**src/rtl/btn_toggle_conditioner.sv**
```systemverilog
// Push-button conditioner: synchronises and debounces a raw button and emits
// a single-cycle toggle-enable pulse T per accepted press, plus level and count.
module btn_toggle_conditioner #(
  parameter int DB_CYCLES   = 16,
  parameter bit ACTIVE_HIGH = 1'b1,
  parameter int CNT_W       = ($clog2(DB_CYCLES) < 1) ? 1 : $clog2(DB_CYCLES)
) (
  input  logic       clock,
  input  logic       reset,
  input  logic       btn_in,
  input  logic       enable,
  output logic       T,
  output logic       level,
  output logic [7:0] press_count
);

  typedef enum logic [1:0] {
    IDLE,
    PRESS_WAIT,
    PRESSED,
    RELEASE_WAIT
  } state_t;

  localparam logic [CNT_W-1:0] CNT_LAST = CNT_W'(DB_CYCLES - 1);

  logic             btn_norm;
  logic             s1;
  logic             s2;
  state_t           state_q;
  state_t           state_d;
  logic [CNT_W-1:0] cnt_q;
  logic [CNT_W-1:0] cnt_d;
  logic             t_d;
  logic             level_d;
  logic [7:0]       count_d;

  // Fold polarity in before the synchroniser so everything downstream sees 1 = pressed.
  assign btn_norm = btn_in ^ ~ACTIVE_HIGH;

  // NOTE: sequential state uses non-blocking assignments so every flop samples
  // pre-edge values, regardless of the order the simulator evaluates blocks.
  always_ff @(posedge clock or negedge reset) begin
    if (!reset) begin
      s1 <= 1'b0;
      s2 <= 1'b0;
    end else begin
      s1 <= btn_norm;
      s2 <= s1;
    end
  end

  // NOTE: every variable gets a default before the case so no path leaves it
  // unassigned, which would otherwise infer a latch.
  always_comb begin
    state_d = state_q;
    cnt_d   = cnt_q;
    t_d     = 1'b0;
    level_d = level;
    count_d = press_count;

    unique case (state_q)
      IDLE: begin
        if (s2) begin
          state_d = PRESS_WAIT;
          cnt_d   = '0;
        end
      end

      PRESS_WAIT: begin
        if (!s2) begin
          state_d = IDLE;
          cnt_d   = '0;
        end else if (cnt_q == CNT_LAST) begin
          state_d = PRESSED;
          level_d = 1'b1;
          t_d     = enable;
          if (enable) begin
            count_d = press_count + 8'd1;
          end
        end else begin
          cnt_d = cnt_q + CNT_W'(1);
        end
      end

      PRESSED: begin
        if (!s2) begin
          state_d = RELEASE_WAIT;
          cnt_d   = '0;
        end
      end

      RELEASE_WAIT: begin
        if (s2) begin
          state_d = PRESSED;
          cnt_d   = '0;
        end else if (cnt_q == CNT_LAST) begin
          state_d = IDLE;
          level_d = 1'b0;
        end else begin
          cnt_d = cnt_q + CNT_W'(1);
        end
      end

      default: begin
        state_d = IDLE;
        cnt_d   = '0;
      end
    endcase
  end

  always_ff @(posedge clock or negedge reset) begin
    if (!reset) begin
      state_q     <= IDLE;
      cnt_q       <= '0;
      T           <= 1'b0;
      level       <= 1'b0;
      press_count <= 8'd0;
    end else begin
      state_q     <= state_d;
      cnt_q       <= cnt_d;
      T           <= t_d;
      level       <= level_d;
      press_count <= count_d;
    end
  end

endmodule

```
**config.mk**
```make
export PLATFORM = sky130hd
export DESIGN_NAME = btn_toggle_conditioner
export DESIGN_NICKNAME = d
export VERILOG_FILES = /design/src/rtl/btn_toggle_conditioner.sv
export SDC_FILE = /design/constraint.sdc
export NUM_CORES = 1
export LEC_CHECK = 0
export BUFFER_PORTS_ARGS = -buffer_cell sky130_fd_sc_hd__buf_2
export CORE_UTILIZATION = 35
export CTS_BUF_LIST = sky130_fd_sc_hd__clkbuf_4
export CTS_CLUSTER_DIAMETER = 200
export DETAILED_ROUTE_END_ITERATION = 16
export REMOVE_ABC_BUFFERS = 1
export SLEW_MARGIN = 0
export SYNTH_ARGS = -nofsm -noshare
export SYNTH_HDL_FRONTEND = slang
export SYNTH_SLANG_ARGS = --single-unit
```
**constraint.sdc**
```tcl
create_clock -name clock -period 2.42 [get_ports clock]
set_input_delay 0.726 -clock clock [delete_from_list [all_inputs] [get_ports clock]]
set_output_delay 0.726 -clock clock [all_outputs]
set_load 0.02 [all_outputs]
```
==> flow_summary.ini, run 1 <==
[run_status]
status = finished clean

[synth]
synth_async_sr_flop_share_pct = 100.0
ys.warnings.count = 0
ys_types = 29
synth_top_area_share_pct = 51.50
synth.ff_latch_count = 18
syn_avg_cell_area_um2 = 11.98
synth_area_leaders = dfrtp_1 52%, xor2_1 6.0%, nor4_2 4.3%
synth.yosys.seq_area_share_pct = 51.50
synth_top_area_cell = dfrtp_1
yosys_most_used_dff = dfrtp_1
synth_edf_count = 0
syn_inst = 73
synth.cell_area_um2 = 874.6

[floorplan]
rows = 17
die_area_um2 = 2703
die_h_um = 51.99
core-area_um2 = 2276
chipWidth_um = 51.99
start_util_pct = 38.43
ios = 14

[cts]
ctsHoldBuffers = 0
numCtsBuffers = 3
clk_latency_ns = 0.28
cts_tree = done
cts_setup_buffers = 0
path_clk_slew_ns = 0.09
clockBufferDepth = 2
clock_sinks = 18
htree_num_levels = 1
cts-root-buf = clkbuf_4
cts_resized = 0

[sta]
setup_violations = 0
fin_skew_ns = 0.002526
post-route-min-period_ns = 1.694
rsz0062_at_grt = false
tns_ns = 0
hold_viol_final = 0
worst_slew_pin_slew_ns = 0.3847
max_slew_margin_pct = 74.35
fmax_ghz = 0.5904
min_period_over_period_pct = 69.98
slew_violations = 0

[setup_path]
slowest_delay_ns = 0.48
critPathMaxFanout = 7
required_ns = 1.69
cp_cell_sequence = buf_2
start_kind = flop
crit_family = flip-flops
crit_arrival_ns = 0.97
crit_type = flop to primary output
cp_slowest_cell = dfrtp_1
endpoint_kind = primary output
cp_num_buf_inv = 1

[cells_and_area]
area_growth_pct = 12.88
fin_nets = 95
layout-drive-gt1-share_pct = 28.74
nFillCells = 227
n_antenna_cell = 0
fin_util_pct = 43.38

[power_and_ir_drop]
total_leakage_power_nw = 0.4922
cellPowerDensity_nw_per_um2 = 481.4
ir_worst_vdd_v = 0.0003664
finalPower_w = 0.0004752

[detailed_routing]
dr.pass1.iters = 4
finalWirelength_mm = 1.447
wire_per_inst_um = 12.58
drc_errors = 0
drt_iter0_drc = 7
ant_nets = 0
vias = 597
vias_per_cell = 5.191

[grt]
grt_pass1_wl_mm = 2.497
first_global_vias = 564
gr-usage-all-layers_pct = 12.69
grt_max_degree = 19
grt_overflow = 0
antenna_found_initial = 0

[worst_hold_path]
hp-class = input port to asynchronous set/reset pin

[flow_run]
maxCapViolCount = 0

[placement]
routabilityCongestion = 0.8083
io_buffers = 13
==> final cells by class <==
class	count	area, um2	area share [%]
well taps	28	35.03	3.549
inverters	5	18.77	1.901
flip-flops and latches	18	450.4	45.63
multi-input cells	48	395.4	40.05
clock buffers	3	22.52	2.281
repair buffers	13	65.06	6.591
==> cells in the final DEF, fill, tap and decap left out <==
master and instances:
a21oi_1 2, a31o_2 1, and4_1 1, buf_2 13
clkbuf_4 3, dfrtp_1 18, ha_1 2, inv_1 5
mux2_1 1, mux2_4 1, mux2i_1 1, nand2_1 4
nand3_1 5, nand3b_1 1, nand3b_4 1, nand4_1 3
nand4_4 1, nand4b_1 1, nor2_1 1, nor2_2 1
nor3_1 3, nor4_2 3, o2111ai_1 2, o21ai_0 2
o22ai_1 1, o31ai_1 1, xnor2_1 2, xor2_1 6
xor2_2 1
==> report_power, final <==
| group | leakage (nW) | internal, W | switching [W] |
|---|---|---|---|
| Combinational | 0.241 | 0.00000924 | 0.0000143 |
| Sequential | 0.238 | 0.000306 | 0.00000815 |
| Clock | 0.0138 | 0.0000576 | 0.0000801 |
==> Yosys cell counts (2+ instances only) <==
cell	count
dfrtp_1	18
inv_1	5
xor2_1	6
nand2_1	4
nand3_1	5
nand4_1	3
xnor2_1	2
o21ai_0	2
o2111ai_1	2
nor3_1	3
a21oi_1	2
ha_1	2
nor4_2	3
==> logic make-up after synthesis <==
kind of cell    after synthesis  share of synthesized area [%]
buf+inv                       7                          3.290
simple gates                 25                          21.46
xor+xnor                      9                          9.872
mux                           3                          4.148
compound gates                9                          6.868
fa+ha+maj                     2                          2.861
flops                        18                          51.50
==> per-stage QoR <==
step,setup slack (ns),cell area [um2],instances,hold slack [ns]
6_report,0.7264,987.2,115,0.3536
3_5_place_dp,0.8001,964.7,112,0.3434
5_1_grt,0.6690,987.2,115,0.3725
4_1_cts,0.7180,987.2,115,0.3554
3_3_place_gp,0.8403,964.7,112,0.3400
2_1_floorplan,0.9438,864.6,71,0.3312
==> final timing paths <==
kind	from	to	slack, ns	depth (start not counted)
min reg2reg	s1	s2	0.36	0
min in group clock	s1	s2	0.36	0
max	press_count[2]	press_count[2]	0.73	1
min	reset	cnt_q[3]	0.35	1
max reg2reg	cnt_q[0]	press_count[1]	0.79	4
max in group asynchronous	reset	press_count[4]	1.79	1
==> state kept, by name, indices dropped and copies added (netlist names), named ones only <==
signal / count
state_q: 1
press_count: 8
s2: 1
s1: 1
cnt_q: 4
level: 1
T: 1
==> routing by layer <==
layer	vias up	share of wire (%)	GRT usage [%]
met2	11	48	20.73
li1	294	-	-
met4	0	1.1	5.405
met5	-	0	0
met3	2	3.9	2.047
met1	290	47	16.42
No activity file was read; power rests on OpenSTA's default activity.
==> run 2: changes to the inputs <==
==> constraint.sdc (replaced) <==
create_clock -name clock -period 1.8 [get_ports clock]
set_input_delay 0.54 -clock clock [delete_from_list [all_inputs] [get_ports clock]]
set_output_delay 0.54 -clock clock [all_outputs]
set_load 0.02 [all_outputs]
==> run 2 against run 1 <==
  * Non-clock buffer count unchanged
  * Largest cell class unchanged
  * Wire length grew 0.90%
  * Sequential cell count stayed put
  * Largest power group unchanged
  * Sequential share of layout area fell by 0.17 points
  * Clock power rose by 50%
==> flow_summary.ini, run 2 (synthesis results as in run 1) <==
[grt]
gr-usage-all-layers_pct = 13.42
antenna_found_initial = 0
use_met3_pct = 5.263
grt_max_degree = 19
grt_overflow = 0
grt_pass1_wl_mm = 2.553
grt.met2_usage_pct = 19.66
grt-busiest-layer = met2
first_global_vias = 568
grtUsageMet1_pct = 18.05

[setup_path]
critPathMaxFanout = 10
cp_cell_sequence = ha_1, nand4_4, nor2_2, mux2_1
crit_family = simple AND/OR/NAND/NOR gates
cp_slowest_cell = dfrtp_1
required_ns = 1.98
crit_type = flop to flop
crit_arrival_ns = 1.80
cp_num_buf_inv = 0
start_kind = flop
slowest_delay_ns = 0.42
endpoint_kind = flop

[power_and_ir_drop]
ir_worst_vdd_v = 0.0005257
total_leakage_power_nw = 0.4938
cellPowerDensity_nw_per_um2 = 668.2

[detailed_routing]
finalWirelength_mm = 1.460
ant_nets = 0
drt_iter0_drc = 18
dr.pass1.iters = 4
vias_per_cell = 5.190
wire_per_inst_um = 12.59
vias = 602
drc_errors = 0

[cells_and_area]
fin_nets = 95
final_common_cell = dfrtp_1
largest_reg_flops = 8
top_regs = press_count (8), cnt_q (4)
largest_register = press_count
layout-drive-gt1-share_pct = 28.41
final_cell_mix = 18 x dfrtp_1, 13 x buf_2, 6 x xor2_1, 5 x nand3_1, 5 x inv_1
final_area_um2 = 991.0
n_antenna_cell = 0
area_growth_pct = 13.30
fin_cells = 116
nFillCells = 222

[placement]
routabilityCongestion = 0.7708
io_buffers = 13
dp_hpwl_mm = 1.055
placed_area_um2 = 964.7
dp.cells = 112

[flow_run]
maxCapViolCount = 0

[cts]
cts_tree = done
htree_num_levels = 1
cts_resized = 0
cts-root-buf = clkbuf_4
clk_latency_ns = 0.29
ctsHoldBuffers = 0
numCtsBuffers = 3
clock_sinks = 18
path_clk_slew_ns = 0.10
cts_setup_buffers = 0
clockBufferDepth = 2

[floorplan]
die_area_um2 = 2703
die_h_um = 51.99
start_util_pct = 38.43
core-area_um2 = 2276
ios = 14
chipWidth_um = 51.99
rows = 17

[sta]
worst_slew_pin_slew_ns = 0.4300
fin_skew_ns = 0.003350
tns_ns = 0
post-route-min-period_ns = 1.618
fmax_ghz = 0.6182
min_period_over_period_pct = 89.87
slew_violations = 0
rsz0062_at_grt = false
hold_viol_final = 0
max_slew_margin_pct = 71.33
setup_violations = 0

[run_status]
status = finished clean

[worst_hold_path]
hp-class = input port to asynchronous set/reset pin
## run 2: cell count changes in the layout (fill, tap and decap cells not counted), sizes merged
cell	previous run	this run
clkinv	0	1
## run 2: per-stage QoR
stage	utilization, %	setup slack, ns	total power (W)	hold slack (ns)
after floorplan	-	0.3238	0.0004468	0.2444
final	43.54	0.1823	0.0006622	0.1655
after detailed placement	42.39	0.1850	0.0004642	0.3426
after CTS	43.54	0.1537	0.0006725	0.1702
after global routing	43.54	0.07259	0.0006934	0.1911
after global placement	42.39	0.2416	0.0004627	0.3345
## run 2: routing by layer
metal / up-vias / routed length (um)
li1: 295 / -
met1: 293 / 684
met2: 12 / 700
met3: 2 / 63
met4: 0 / 12
met5: - / 0
## run 2: where the power goes
group	internal (W)	switching, W	leakage, nW
logic	0.0000125	0.0000205	0.241
registers	0.000411	0.0000108	0.238
clock network	0.0000807	0.000126	0.0154
total	0.000505	0.000158	0.494
## run 2: area by class of cell
type,instances,area (um2),area share [%]
Clock buffer,3,22.52,2.273
Clock inverter,1,3.754,0.3788
Inverter,5,18.77,1.894
Multi-Input combinational cell,48,395.4,39.90
Sequential cell,18,450.4,45.45
Tap cell,28,35.03,3.535
Timing Repair Buffer,13,65.06,6.566
## run 2: path summary, 6_finish.rpt
path                          start              to  slack (ns)  depth (start not counted)
setup / recovery           cnt_q[0]  press_count[1]        0.18                          4
hold / removal                reset        cnt_q[3]        0.17                          1
setup reg to reg           cnt_q[0]  press_count[1]        0.18                          4
hold reg to reg                  s1              s2        0.36                          0
max in group asynchronous     reset  press_count[4]        1.33                          1
min in group clock           btn_in              s1        0.35                          1
==> run 3: changes to the inputs <==
--- a/config.mk
+++ b/config.mk
@@ -10,6 +10,7 @@
 export CTS_BUF_LIST = sky130_fd_sc_hd__clkbuf_4
 export CTS_CLUSTER_DIAMETER = 200
 export DETAILED_ROUTE_END_ITERATION = 16
+export RECOVER_POWER = 50
 export REMOVE_ABC_BUFFERS = 1
 export SLEW_MARGIN = 0
 export SYNTH_ARGS = -nofsm -noshare
==> run 3 against run 2 <==
  * Core utilization is 0.055 points lower
  * Worst setup slack unchanged
  * Sequential cell count is the same
  * First-iteration DRC count stayed put
  * Final area decreased by 0.13%
  * Die area is the same
  * Critical path depth unchanged
  * Total power about the same
  * Clock-buffer cell count unchanged
  * Via count is the same
  * Critical endpoint unchanged
  * Largest cell class unchanged
  * Highest routed layer unchanged
==> flow_summary.ini, run 3 (synthesis results as in run 1) <==
[setup_path]
crit_type = flop to flop
crit_arrival_ns = 1.80
endpoint_kind = flop
required_ns = 1.98
start_kind = flop
ff2ff_path_depth = 4
critPathMaxFanout = 10

[worst_hold_path]
hp-class = input port to flop
hold_depth = 1

[sta]
fin_ws_ns = 0.1823
fin_skew_ns = 0.003350
post-route-min-period_ns = 1.618
setup_violations = 0
worst_slew_pin_slew_ns = 1.023
hold_viol_final = 0
tns_ns = 0
min_period_over_period_pct = 89.87
slew_violations = 0
rsz0062_at_grt = false
max_slew_margin_pct = 31.77
fmax_ghz = 0.6182

[cts]
path_clk_slew_ns = 0.10
numCtsBuffers = 3
clock_sinks = 18
cts_setup_buffers = 0
cts_tree = done
ctsHoldBuffers = 0
clockBufferDepth = 2
clk_latency_ns = 0.29
cts-root-buf = clkbuf_4
cts_resized = 0
htree_num_levels = 1

[detailed_routing]
drc_errors = 0
highest-signal-layer = met4
wl_met3_um = 62
vias = 602
wl_met2_um = 700
drt_iter0_drc = 18
wire_per_inst_um = 12.57
ant_nets = 0
drt-met1-wl_um = 683
finalWirelength_mm = 1.458
dr.pass1.iters = 4
vias_per_cell = 5.190

[power_and_ir_drop]
pwr-share-clk_pct = 31.3
power_frac_comb_pct = 4.9
p_seq_share_pct = 63.8
internal_power_w = 0.0005042
finalPower_w = 0.0006618
swShare_pct = 23.82
ir_worst_vdd_v = 0.0005257
cellPowerDensity_nw_per_um2 = 668.7
power_switching_w = 0.0001576
total_leakage_power_nw = 0.4910

[cells_and_area]
final_cell_mix = 18 x dfrtp_1, 12 x buf_2, 6 x xor2_1, 5 x nand3_1, 5 x inv_1
largest_register = press_count
top_regs = press_count (8), cnt_q (4)
final_area_um2 = 989.7
n_antenna_cell = 0
layout-drive-gt1-share_pct = 27.27
largest_reg_flops = 8
area_growth_pct = 13.16
fin_nets = 95
final_common_cell = dfrtp_1

[placement]
pre_cts_ws_ns = 0.1850
io_buffers = 13
dp_hpwl_mm = 1.055
placed_area_um2 = 964.7
routabilityCongestion = 0.7708

[grt]
grt_max_degree = 19
grt_overflow = 0
first_global_vias = 568
grt_pass1_wl_mm = 2.553
antenna_found_initial = 0
gr-usage-all-layers_pct = 13.42

[floorplan]
die_h_um = 51.99
ios = 14
start_util_pct = 38.43
core-area_um2 = 2276
die_area_um2 = 2703
rows = 17
chipWidth_um = 51.99

[flow_run]
maxCapViolCount = 0

[run_status]
status = finished clean
[run 3: power groups by stage]
stage                     registers, W  clock network (W)   logic, W
after detailed placement      0.000430                  0  0.0000339
after CTS                     0.000422           0.000216  0.0000340
after global routing          0.000424           0.000231  0.0000377
after global placement        0.000430                  0  0.0000330
final                         0.000422           0.000207  0.0000326
after floorplan               0.000428                  0  0.0000185
[run 3: metal layers]
| metal | global-route usage (%) | vias to the layer above |
|---|---|---|
| met4 | 4.054 | 0 |
| met1 | 18.05 | 293 |
| met5 | 0 | - |
| li1 | - | 295 |
| met2 | 19.66 | 12 |
| met3 | 5.263 | 2 |
[run 3: worst paths after layout]
check	startpoint	to	slack [ns]
max	cnt_q[0]	press_count[1]	0.18
min	btn_in	s1	0.35
max reg2reg	cnt_q[0]	press_count[1]	0.18
min reg2reg	s1	s2	0.36
max in group asynchronous	reset	press_count[4]	0.80
min in group asynchronous	reset	cnt_q[3]	0.39
[run 3: final cells by class]
cell class | count | area (um2)
clock buffer | 3 | 22.52
clock inverter | 1 | 3.754
fill | 220 | 1286
inverter | 5 | 18.77
multi-input combinational | 48 | 395.4
sequential | 18 | 450.4
tap | 28 | 35.03
timing repair buffer | 13 | 63.81
[run 3: critical path, stage by stage (launching register included)]
cell,delay [ns]
dfrtp_1,0.42
ha_1,0.31
nand4_4,0.22
nor2_2,0.22
mux2_1,0.34
[run 3: through the flow]
stage,util (%),hold WS [ns],cells
6_report,43.49,0.3457,116
5_1_grt,43.49,0.3209,116
4_1_cts,43.54,0.1702,116
3_5_place_dp,42.39,0.3426,112
3_3_place_gp,42.39,0.3345,112
2_1_floorplan,-,0.2444,71
